**config.mk**
```make
export PLATFORM = sky130hd
export DESIGN_NAME = sar_search_flat
export DESIGN_NICKNAME = d
export VERILOG_FILES = /design/src/rtl/sar_search_if.sv /design/src/rtl/sar_search.sv /design/src/flat_wrapper.sv
export SDC_FILE = /design/constraint.sdc
export NUM_CORES = 1
export LEC_CHECK = 0
export CAP_MARGIN = 20
export CELL_PAD_IN_SITES_DETAIL_PLACEMENT = 1
export CELL_PAD_IN_SITES_GLOBAL_PLACEMENT = 2
export CORE_ASPECT_RATIO = 0.75
export CORE_MARGIN = 1
export CORE_UTILIZATION = 34
export CTS_BUF_LIST = sky130_fd_sc_hd__clkbuf_8
export DETAILED_ROUTE_END_ITERATION = 10
export GPL_TIMING_DRIVEN = 1
export HOLD_SLACK_MARGIN = 0.1
export PLACE_DENSITY_LB_ADDON = 0.1
export SKIP_LAST_GASP = 1
export SYNTH_ARGS = -nofsm -noshare
export SYNTH_HDL_FRONTEND = slang
export SYNTH_SLANG_ARGS = --single-unit
export TNS_END_PERCENT = 30
```
**constraint.sdc**
```tcl
create_clock -name clk -period 2.4 [get_ports clk]
set_input_delay 0.24 -clock clk [delete_from_list [all_inputs] [get_ports clk]]
set_output_delay 0.24 -clock clk [all_outputs]
set_load 0.1 [all_outputs]
```
**src/rtl/sar_search_if.sv**
```systemverilog
// Bundle between the search controller and its control/comparator side.
// The master drives start and the comparator result; the slave (the controller) drives the trial and the status.
interface sar_search_if #(
  parameter int WIDTH = 4
);
  logic             start;
  logic [2:0]       cmp_o;
  logic [WIDTH-1:0] trial;
  logic             busy;
  logic             done;
  logic             found;
  logic             err;
  logic [WIDTH-1:0] result;

  modport master (
    output start, cmp_o,
    input  trial, busy, done, found, err, result
  );

  modport slave (
    input  start, cmp_o,
    output trial, busy, done, found, err, result
  );
endinterface

```
**src/rtl/sar_search.sv**
```systemverilog
// Successive-approximation search controller for a WIDTH-bit magnitude comparator.
// Each trial goes out on comparator B. The one-hot {gt, eq, lt} result steers the trial MSB first.
//
//  state  | meaning
//  IDLE   | waiting for start; result, found and err held
//  SETTLE | registered trial has just changed; cmp_o ignored
//  SAMPLE | decode cmp_o, update trial or finish
//  DONE   | one-cycle done pulse, then back to IDLE
module sar_search #(
  parameter int WIDTH = 4
) (
  input  logic         clk,
  input  logic         rst,
  sar_search_if.slave  bus
);

  localparam int IW = (WIDTH > 1) ? $clog2(WIDTH) : 1;

  typedef enum logic [1:0] {
    IDLE   = 2'd0,
    SETTLE = 2'd1,
    SAMPLE = 2'd2,
    DONE   = 2'd3
  } state_t;

  state_t           state, state_nx;
  logic [WIDTH-1:0] trial, trial_nx;
  logic [WIDTH-1:0] result, result_nx;
  logic [IW-1:0]    idx, idx_nx;
  logic             verify, verify_nx;
  logic             found, found_nx;
  logic             err, err_nx;

  logic             cmp_gt, cmp_eq, cmp_lt, cmp_valid;
  logic [WIDTH-1:0] kept;
  logic [IW-1:0]    idx_dn;

  assign cmp_gt    = (bus.cmp_o == 3'b100);
  assign cmp_eq    = (bus.cmp_o == 3'b010);
  assign cmp_lt    = (bus.cmp_o == 3'b001);
  assign cmp_valid = cmp_gt | cmp_eq | cmp_lt;
  assign idx_dn    = idx - IW'(1);

  always_ff @(posedge clk or posedge rst) begin
    if (rst) begin
      state  <= IDLE;
      trial  <= '0;
      result <= '0;
      idx    <= '0;
      verify <= 1'b0;
      found  <= 1'b0;
      err    <= 1'b0;
    end else begin
      state  <= state_nx;
      trial  <= trial_nx;
      result <= result_nx;
      idx    <= idx_nx;
      verify <= verify_nx;
      found  <= found_nx;
      err    <= err_nx;
    end
  end

  always_comb begin
    state_nx  = state;
    trial_nx  = trial;
    result_nx = result;
    idx_nx    = idx;
    verify_nx = verify;
    found_nx  = found;
    err_nx    = err;
    kept      = trial;

    case (state)
      IDLE: begin
        if (bus.start) begin
          trial_nx            = '0;
          trial_nx[WIDTH-1]   = 1'b1;
          idx_nx              = IW'(WIDTH - 1);
          verify_nx           = 1'b0;
          found_nx            = 1'b0;
          err_nx              = 1'b0;
          result_nx           = '0;
          state_nx            = SETTLE;
        end
      end

      SETTLE: begin
        state_nx = SAMPLE;
      end

      SAMPLE: begin
        if (!cmp_valid) begin
          err_nx    = 1'b1;
          found_nx  = 1'b0;
          result_nx = trial;
          state_nx  = DONE;
        end else if (verify) begin
          // Final check of the fully resolved word: anything but equal is a comparator fault.
          found_nx  = cmp_eq;
          err_nx    = ~cmp_eq;
          result_nx = trial;
          state_nx  = DONE;
        end else if (cmp_eq) begin
          found_nx  = 1'b1;
          result_nx = trial;
          state_nx  = DONE;
        end else begin
          kept[idx] = cmp_gt;
          if (idx != '0) begin
            kept[idx_dn] = 1'b1;
            idx_nx       = idx_dn;
          end else begin
            verify_nx = 1'b1;
          end
          trial_nx = kept;
          state_nx = SETTLE;
        end
      end

      DONE: begin
        state_nx = IDLE;
      end

      default: begin
        state_nx = IDLE;
      end
    endcase
  end

  assign bus.trial  = trial;
  assign bus.result = result;
  assign bus.found  = found;
  assign bus.err    = err;
  assign bus.busy   = (state == SETTLE) || (state == SAMPLE);
  assign bus.done   = (state == DONE);

endmodule

```
**src/flat_wrapper.sv**
```systemverilog
// flat-port wrapper written by rule: the top's interface ports become plain ports
module sar_search_flat 
#(
  parameter int WIDTH = 4
)
  (clk, rst, bus_start, bus_cmp_o, bus_trial, bus_busy, bus_done, bus_found, bus_err, bus_result);
  sar_search_if #(.WIDTH(WIDTH)) bus_i ();
  input  logic clk;
  input  logic rst;
  input wire logic [$bits(bus_i.start)-1:0] bus_start;
  input wire logic [$bits(bus_i.cmp_o)-1:0] bus_cmp_o;
  output wire logic [$bits(bus_i.trial)-1:0] bus_trial;
  output wire logic [$bits(bus_i.busy)-1:0] bus_busy;
  output wire logic [$bits(bus_i.done)-1:0] bus_done;
  output wire logic [$bits(bus_i.found)-1:0] bus_found;
  output wire logic [$bits(bus_i.err)-1:0] bus_err;
  output wire logic [$bits(bus_i.result)-1:0] bus_result;
  assign bus_i.start = bus_start;
  assign bus_i.cmp_o = bus_cmp_o;
  assign bus_trial = bus_i.trial;
  assign bus_busy = bus_i.busy;
  assign bus_done = bus_i.done;
  assign bus_found = bus_i.found;
  assign bus_err = bus_i.err;
  assign bus_result = bus_i.result;
  sar_search #(.WIDTH(WIDTH)) u_core (.clk(clk), .rst(rst), .bus(bus_i));
endmodule
```
==> run summary <==
gr ovfl total -> 0
wire length per cell -> 16.2 um
setup_tns -> 0 ns
cell-internal power -> 755 uW
Ports -> 18
Final Skew -> 0.00181 ns
endpoints failing hold -> 0
CTS root buffer -> clkbuf_8
Final Util -> 0.456
met2 Use GR -> 0.277
area of the multi-input gates -> 586 um2
Vias -> 862
largest net degree at the start of global routing -> 16
die width -> 65.5 um
switching pwr -> 1010 uW
Sw Share -> 0.571
Synth area leaders -> dfrtp_1 36%, ha_1 9.7%, mux2i_1 4.9%, inv_1 4.4%, a32o_1 3.9%
GR peak layer -> met2
post-CTS setup buffers -> 0
most common cell in the netlist -> dfrtp_1
CP arrival -> 2.19 ns
met1 Usage GRT -> 0.249
R2R cell count -> 5
GP Congestion -> 0.723
Synth top area share -> 0.365
die height -> 49.6 um
pre-CTS setup slack -> 0.367 ns
Total GRT Usage -> 0.180
# diodes -> 0
Mapped Avg Cell Area -> 9.99 um2
fillers -> 307
crit path kind -> register to register
combinational share of power -> 0.663
DPL Wire Length -> 1.92 mm
Post-Syn Area -> 1030 um2
fmax -> 0.481 GHz
ys async rst share -> 1.00
nets -> 137
RSZ-0062 raised after global routing -> false
Iteration-0 DRC Markers -> 43
number of synthesized flops with an enable pin -> 0
# clock sinks -> 15
Hold Crit Class -> primary input to async pin
Storage cell area -> 375 um2
#FFs+latches synth -> 15
First-pass DRT Iterations -> 4
Slew @ Worst Pin -> 0.656 ns
Routed Antenna Nets -> 0
Power Dens Cells -> 1410 nW/um2
Post-Synthesis Cells -> 103
final setup vio count -> 0
sequential share of power -> 0.224
Synth cell types -> 40
Seq/Total Area, Yosys -> 0.365
# Max-Cap Violations -> 0
CP required -> 2.51 ns
Pleak -> 0.000572 uW
area of the die -> 3250 um2
Total Wirelength -> 2.56 mm
met3 usage in global routing -> 0.0486
clock-pin slew on the worst setup and hold paths -> 0.06 ns
status -> finished clean
CTS tree -> built
vias in the first global route -> 871
initial antenna violation count -> 0
CP max FO -> 15
clk_lat worst skew -> 0.24 ns
ys flop type -> dfrtp_1
Initial Util -> 0.375
port bufs -> 17
post-layout worst setup margin -> 0.321 ns
core box area -> 2740 um2
clock period minus worst slack -> 2.08 ns
Period Utilization, post-route -> 0.866
share of layout cells above drive strength 1 -> 0.197
CP Capture Type -> register
Cell Rows -> 16
Synth Net Count -> 117
post-synth top area cell -> dfrtp_1
Post-synth top cells -> 15 x dfrtp_1, 12 x inv_1, 8 x ha_1
Vias/cell -> 5.46
Yosys Warn Count -> 0
Startpoint Class -> register
Clock Power Share -> 0.113
H-tree levels -> 1
Max Slew Vio Count -> 0
Hold Buf Count CTS -> 0
Area growth, synth to finish -> 21.7%
Remaining DRCs -> 0
quantity of gates resized following cts -> 0
TritonCTS buffer count -> 3
global-route wire length before repair -> 4.39 mm
clock buffer depth -> 2
Max VDD drop -> 0.476 mV
Slew headroom -> 0.550
-- state kept, by name, summed over array words and instances (netlist names) --
name               flops
u_core.bus.result      4
u_core.bus.trial       4
u_core.idx             2
u_core.state           2
u_core.bus.err         1
u_core.bus.found       1
u_core.verify          1
-- stage by stage --
stage          cell area [um2]  hold WS [ns]  power [uW]  instances
3_3_place_gp              1210         0.483        1550        154
3_5_place_dp              1210         0.493        1570        154
5_1_grt                   1250         0.435        1870        158
4_1_cts                   1250         0.389        1770        158
2_1_floorplan             1030         0.141        1320        103
6_report                  1250         0.376        1760        158
-- area by class of cell --
type	count	share of cell area
timing repair buffer	19	0.124
tap	36	0.0360
multi-input combinational	72	0.468
sequential	15	0.300
clock buffer	3	0.0330
inverter	12	0.0360
clock inverter	1	0.00300
-- metal layers --
| layer | part of all wire | up-vias |
|---|---|---|
| met5 | 0 | - |
| met4 | 0.0074 | 0 |
| met3 | 0.031 | 2 |
| met2 | 0.42 | 13 |
| met1 | 0.54 | 430 |
| li1 | - | 417 |
-- kinds of logic (layout without fill, tap and decap cells) --
kind of cell	Yosys count	after routing	share of synthesized area
muxes	6	6	0.0633
DFF	15	15	0.365
and+or+nand+nor	33	33	0.196
xor gates and xnor gates	2	2	0.0243
buffers and inverters	16	35	0.0657
AOI/OAI and AO/OA	23	23	0.189
adders and majority gates	8	8	0.0973
-- worst max-delay path, cell delays in order, from the launching register on --
cell and delay, ns:
dfrtp_1 0.41, inv_1 0.09, ha_1 0.52, mux2i_1 0.37
nor4_4 0.40, a32oi_1 0.15
-- power by group through the flow --
stage,Sequential [uW],Combinational [uW],Clock [uW]
floorplan,669,656,0
finish,395,1170,199
CTS,396,1170,207
global route,407,1250,216
global placement,395,1150,0
detailed placement,400,1170,0
-- cell usage in the layout (no fill, tap or decap), types with 3 or more instances in the layout --
master and count:
clkdlybuf4s50_1 5, clkbuf_8 3, nor2_1 6, buf_4 14
nand2_1 5, dfrtp_1 15, nand4_1 3, mux2i_1 5
ha_1 8, a32o_1 4, nand2b_1 3, inv_1 13
nor3_1 3
-- final timing paths --
check | startpoint | endpoint | slack [ns]
hold reg to reg | u_core.bus.found | u_core.bus.found | 0.50
min in group clk | u_core.bus.found | u_core.bus.found | 0.50
hold / removal | rst | u_core.bus.result[3] | 0.38
setup / recovery | u_core.state[0] | u_core.bus.trial[3] | 0.32
max in group asynchronous | rst | u_core.state[1] | 1.63
setup reg to reg | u_core.state[0] | u_core.bus.trial[3] | 0.32
Power figures use the tool's default switching activity.
